===== config.mk =====
export PLATFORM = sky130hd
export DESIGN_NAME = led_uart_reporter
export DESIGN_NICKNAME = d
export VERILOG_FILES = /design/src/rtl/led_uart_reporter.sv
export SDC_FILE = /design/constraint.sdc
export NUM_CORES = 1
export LEC_CHECK = 0
export ABC_AREA = 0
export BUFFER_PORTS_ARGS = -buffer_cell sky130_fd_sc_hd__buf_2
export CAP_MARGIN = 15
export CORE_ASPECT_RATIO = 2
export CORE_MARGIN = 1
export CORE_UTILIZATION = 53
export CTS_CLUSTER_SIZE = 16
export DETAILED_ROUTE_END_ITERATION = 8
export GPL_ROUTABILITY_DRIVEN = 0
export HOLD_SLACK_MARGIN = 0.08
export PLACE_DENSITY = 0.74
export SYNTH_ARGS = -nofsm -noshare
export SYNTH_HDL_FRONTEND = slang
export SYNTH_SLANG_ARGS = --single-unit

===== constraint.sdc =====
create_clock -name clk -period 3.8 [get_ports clk]
set_input_delay 0 -clock clk [delete_from_list [all_inputs] [get_ports clk]]
set_output_delay 0 -clock clk [all_outputs]
set_load 0.03 [all_outputs]

===== src/rtl/led_uart_reporter.sv =====
// led_uart_reporter: watches an 8-bit LED pattern and, whenever it differs
// from the last reported value, sends "HH\r\n" (uppercase hex) over an
// 8N1 UART. Changes that arrive mid-frame are coalesced into one follow-up
// report of the newest value.
module led_uart_reporter #(
    parameter int CLK_FREQ = 25_000_000,
    parameter int BAUD     = 115200
) (
    input  logic       clk,
    input  logic       rst,
    input  logic [7:0] leds,
    output logic       tx,
    output logic       busy
);

    // Clock cycles per UART bit; must be at least 2.
    localparam int DIV = CLK_FREQ / BAUD;
    localparam int CW  = (DIV > 1) ? $clog2(DIV) : 1;

    localparam logic [CW-1:0] CNT_ZERO = CW'(0);
    localparam logic [CW-1:0] CNT_ONE  = CW'(1);
    localparam logic [CW-1:0] CNT_MAX  = CW'(DIV - 1);

    typedef enum logic [1:0] {
        IDLE  = 2'd0,
        START = 2'd1,
        DATA  = 2'd2,
        STOP  = 2'd3
    } state_t;

    state_t          r_state;
    logic [CW-1:0]   r_cnt;
    logic [2:0]      r_bit_idx;
    logic [1:0]      r_byte_idx;
    logic [7:0]      r_snap;
    logic [7:0]      r_last_sent;
    logic            r_tx;
    logic            r_busy;

    state_t          w_state_nx;
    logic [CW-1:0]   w_cnt_nx;
    logic [2:0]      w_bit_idx_nx;
    logic [1:0]      w_byte_idx_nx;
    logic [7:0]      w_snap_nx;
    logic [7:0]      w_last_sent_nx;
    logic [7:0]      w_char_nx;
    logic            w_tx_nx;
    logic            w_busy_nx;
    logic            w_bit_end;

    // Nibble to uppercase ASCII hex digit.
    function automatic logic [7:0] hex_ascii(input logic [3:0] nib);
        logic [7:0] v;
        if (nib < 4'd10) begin
            v = 8'h30 + {4'h0, nib};
        end else begin
            v = 8'h37 + {4'h0, nib};
        end
        return v;
    endfunction

    // Character at a given position of the report frame.
    function automatic logic [7:0] frame_char(input logic [7:0] snap,
                                              input logic [1:0] idx);
        logic [7:0] c;
        case (idx)
            2'd0:    c = hex_ascii(snap[7:4]);
            2'd1:    c = hex_ascii(snap[3:0]);
            2'd2:    c = 8'h0D;
            2'd3:    c = 8'h0A;
            default: c = 8'h0A;
        endcase
        return c;
    endfunction

    assign w_bit_end = (r_cnt == CNT_MAX);

    // Next-state logic: baud counter, bit/byte indices and frame capture.
    always_comb begin
        w_state_nx     = r_state;
        w_cnt_nx       = r_cnt;
        w_bit_idx_nx   = r_bit_idx;
        w_byte_idx_nx  = r_byte_idx;
        w_snap_nx      = r_snap;
        w_last_sent_nx = r_last_sent;
        case (r_state)
            IDLE: begin
                if (leds != r_last_sent) begin
                    w_state_nx     = START;
                    w_snap_nx      = leds;
                    w_last_sent_nx = leds;
                    w_cnt_nx       = CNT_ZERO;
                    w_bit_idx_nx   = 3'd0;
                    w_byte_idx_nx  = 2'd0;
                end else begin
                    w_state_nx     = IDLE;
                end
            end
            START: begin
                if (w_bit_end) begin
                    w_cnt_nx     = CNT_ZERO;
                    w_bit_idx_nx = 3'd0;
                    w_state_nx   = DATA;
                end else begin
                    w_cnt_nx     = r_cnt + CNT_ONE;
                end
            end
            DATA: begin
                if (w_bit_end) begin
                    w_cnt_nx = CNT_ZERO;
                    if (r_bit_idx == 3'd7) begin
                        w_state_nx = STOP;
                    end else begin
                        w_bit_idx_nx = r_bit_idx + 3'd1;
                    end
                end else begin
                    w_cnt_nx = r_cnt + CNT_ONE;
                end
            end
            STOP: begin
                if (w_bit_end) begin
                    w_cnt_nx = CNT_ZERO;
                    if (r_byte_idx == 2'd3) begin
                        w_state_nx    = IDLE;
                        w_byte_idx_nx = 2'd0;
                    end else begin
                        w_state_nx    = START;
                        w_byte_idx_nx = r_byte_idx + 2'd1;
                    end
                end else begin
                    w_cnt_nx = r_cnt + CNT_ONE;
                end
            end
            default: begin
                w_state_nx    = IDLE;
                w_cnt_nx      = CNT_ZERO;
                w_bit_idx_nx  = 3'd0;
                w_byte_idx_nx = 2'd0;
            end
        endcase
    end

    // Output decode from the next state so tx/busy can be registered
    // without adding a cycle of latency.
    always_comb begin
        w_char_nx = frame_char(w_snap_nx, w_byte_idx_nx);
        w_tx_nx   = 1'b1;
        w_busy_nx = 1'b1;
        case (w_state_nx)
            IDLE: begin
                w_tx_nx   = 1'b1;
                w_busy_nx = 1'b0;
            end
            START:   w_tx_nx = 1'b0;
            DATA:    w_tx_nx = w_char_nx[w_bit_idx_nx];
            STOP:    w_tx_nx = 1'b1;
            default: begin
                w_tx_nx   = 1'b1;
                w_busy_nx = 1'b0;
            end
        endcase
    end

    // State and datapath registers; reset aborts any frame immediately.
    always_ff @(posedge clk or posedge rst) begin
        if (rst) begin
            r_state     <= IDLE;
            r_cnt       <= CNT_ZERO;
            r_bit_idx   <= 3'd0;
            r_byte_idx  <= 2'd0;
            r_snap      <= 8'h00;
            r_last_sent <= 8'h00;
            r_tx        <= 1'b1;
            r_busy      <= 1'b0;
        end else begin
            r_state     <= w_state_nx;
            r_cnt       <= w_cnt_nx;
            r_bit_idx   <= w_bit_idx_nx;
            r_byte_idx  <= w_byte_idx_nx;
            r_snap      <= w_snap_nx;
            r_last_sent <= w_last_sent_nx;
            r_tx        <= w_tx_nx;
            r_busy      <= w_busy_nx;
        end
    end

    assign tx   = r_tx;
    assign busy = r_busy;

endmodule


==> summary.txt <==
Via density - 5.59
Hold Fails Final Rpt - 0
outcome - completed
LEAKAGE - 1.25 nW
routed len/inst - 14.6 um
Worst EP arrival - 2.99 ns
RSZ-0062 raised after global routing - no
Non-Filler Instances - 305
iteration-0 DRC count of the detailed router - 18
CP startpoint kind - primary input
Ys Warns - 0
synth top area cells - dfrtp_1, mux2_2, ha_1
Register Area - 827 um2
ant diodes - 0
layout cells sized above 1 - 19.0%
clock buffer depth - 2
predominant post-synthesis flop cell - dfrtp_1
flop2flop setup slack - 1.08 ns
Die ar. - 4490 um2
slowest cell on the critical path - dlygate4sd3_1
CP bufs+invs - 2
most numerous cell in the Yosys netlist - dfrtp_1
post-synth top area share - 35.9%
Avg Cell Area, Syn - 9.78 um2
Post-Place Worst Slack - 1.12 ns
DPL Wire Length - 3.40 mm
Worst Skew - 0.00455 ns
Clock Latency Late Sink - 0.29 ns
grt total ovfl - 0
area delta synth->final - 14.4%
Synth Instances - 228
Cell Area, Synth - 2230 um2
Root Buffer - clkbuf_8
top post-synthesis cells by count - dfrtp_1, nand2_1, inv_1, nor2_1, o21ai_0
Seq/Total Area, Yosys - 37.1%
nets - 275
input/output buffers - 11
min-delay worst type - primary input to async pin
TritonCTS Buffers - 5
initial antenna violation count - 0
register bit total from synthesis - 33
peak supply drop - 0.000448 V
endpoint class of the critical path - register
PostCTS Resize Cnt - 0
crit path from - leds[1]
worst-margin pin slew - 0.457 ns
die width - 47.9 um
Worst-path clk slew - 0.07 ns
top cell family by delay on the critical path - compound AO/OA/AOI/OAI gates
Slew Viols, Final - 0
post-route ant nets - 0
final setup fails - 0
crit-path max cell delay - 0.54 ns
Placed Instances - 288
chip height - 93.8 um
Async S/R FF share, synth - 100%
post-route setup TNS - 0 ns
Core ar. - 4050 um2
TritonCTS clock tree - yes
Max Fclk - 360 MHz
pwr dens - 306 nW/um2
global-route wire length before repair - 7.69 mm
pin count of the biggest net entering global routing - 34
TritonRoute pass-1 iters - 6
R2R Path Start - r_state[0]
final worst slack - 1.03 ns
worst hold margin - 0.336 ns
post-route minimum period - 2.77 ns
number of synthesized flops with an enable pin - 0
final wirelength - 4.47 mm
# fillers - 382
io pins - 12
DRC errors left - 0
RR Endpoint - tx
Clock Sink Count - 33
Syn Nets - 251
Initial Utilization - 55.1%
Multi-input gate area - 1300 um2
std cell rows - 33
post-synth cell types - 48
crit-path cells - dlygate4sd3_1 -> buf_2 -> xnor2_1 -> nand4_2 -> o21ai_4 -> mux2i_1 -> ha_1 -> o21ai_0 -> a2111oi_2 -> o31ai_1 -> a21oi_1 -> o22ai_1
relative slew slack - 68.7%
max_cap viols - 0
Total GRT Usage - 24.4%
CP required - 4.01 ns
final worst path period share - 73.0%
worst-path fanout max - 9
cell taking the most area after synthesis - dfrtp_1
WS Path Type - primary input to register
H-tree depth - 2
worst r2r path cells - 10
vias in the first global route - 1,836
routed vias - 1,706
-- cells by family (layout without fill, tap and decap cells) --
logic type / after synthesis / after routing / synth area share, %
and+or+nand+nor: 70 / 70 / 17.7
buffers and inverters: 22 / 47 / 4.54
muxes: 26 / 26 / 12.5
DFF: 33 / 33 / 37.1
adders and majority gates: 13 / 13 / 7.29
AOI/OAI and AO/OA: 46 / 46 / 13.9
xor gates and xnor gates: 18 / 18 / 7.07
-- metal layers --
layer | GRT usage, % | wire length [um] | vias to the layer above
li1 | - | - | 846
met2 | 43.9 | 2660 | 23
met3 | 4.42 | 81 | 17
met4 | 16.0 | 211 | 0
met1 | 22.2 | 1510 | 820
met5 | 0 | 0 | -
-- worst max path at each step --
stage / end / slack [ns] / cells past startpoint
finish: tx / 1.03 / 12
global route: tx / 0.80 / 9
CTS: tx / 1.10 / 10
detailed placement: tx / 1.12 / 10
global placement: tx / 1.16 / 10
floorplan: tx / 0.97 / 12
-- power by group --
| group | internal [mW] | switching [mW] |
|---|---|---|
| registers | 0.351 | 0 |
| clock network | 0.260 | 0.131 |
| logic | 0.0164 | 0.0225 |
| total | 0.628 | 0.154 |
-- placed cells by master, fill, tap and decap left out, types with 8 or more instances in the layout --
master         count
dfrtp_1           32
nand2_1           18
nor2_1            17
inv_1             17
o21ai_0           16
mux2_2            15
ha_1              13
mux2i_1           11
buf_2             11
xnor2_1           10
a21oi_1            9
dlygate4sd3_1      9
xor2_1             8
-- metrics by stage --
step                      cell area (um2)  total power, mW  utilization [%]
after floorplan                      2230            0.375                -
after global placement               2330            0.390             57.5
after detailed placement             2330            0.390             57.5
after CTS                            2550            0.793             63.1
after global routing                 2550            0.809             63.1
final                                2550            0.782             63.1
-- state kept, by name (all words and copies together), names as in the netlist --
| signal | cells |
|---|---|
| r_bit_idx | 3 |
| r_last_sent | 8 |
| r_cnt | 8 |
| tx | 1 |
| r_snap | 8 |
| r_byte_idx | 2 |
| r_state | 2 |
| busy | 1 |
-- what timing repair did --
item / 4_1_cts / 5_1_grt
setup buffers: 0 / 0
hold buffers: 9 / 0
hold endpoints to repair: 48 / 0
-- tightest hold or removal path: stages --
cell and delay [ns]:
dlygate4sd3_1 0.53, buf_2 0.11, inv_1 0.04, buf_4 0.37
-- layout make-up --
type / instances / area share (%)
Timing Repair Buffer: 22 / 6.27
Clock buffer: 5 / 2.70
Sequential cell: 33 / 32.4
Tap cell: 52 / 2.55
Clock inverter: 3 / 2.55
Inverter: 17 / 2.50
Multi-Input combinational cell: 173 / 51.0
Note: power is estimated with default switching activity, not from simulation.
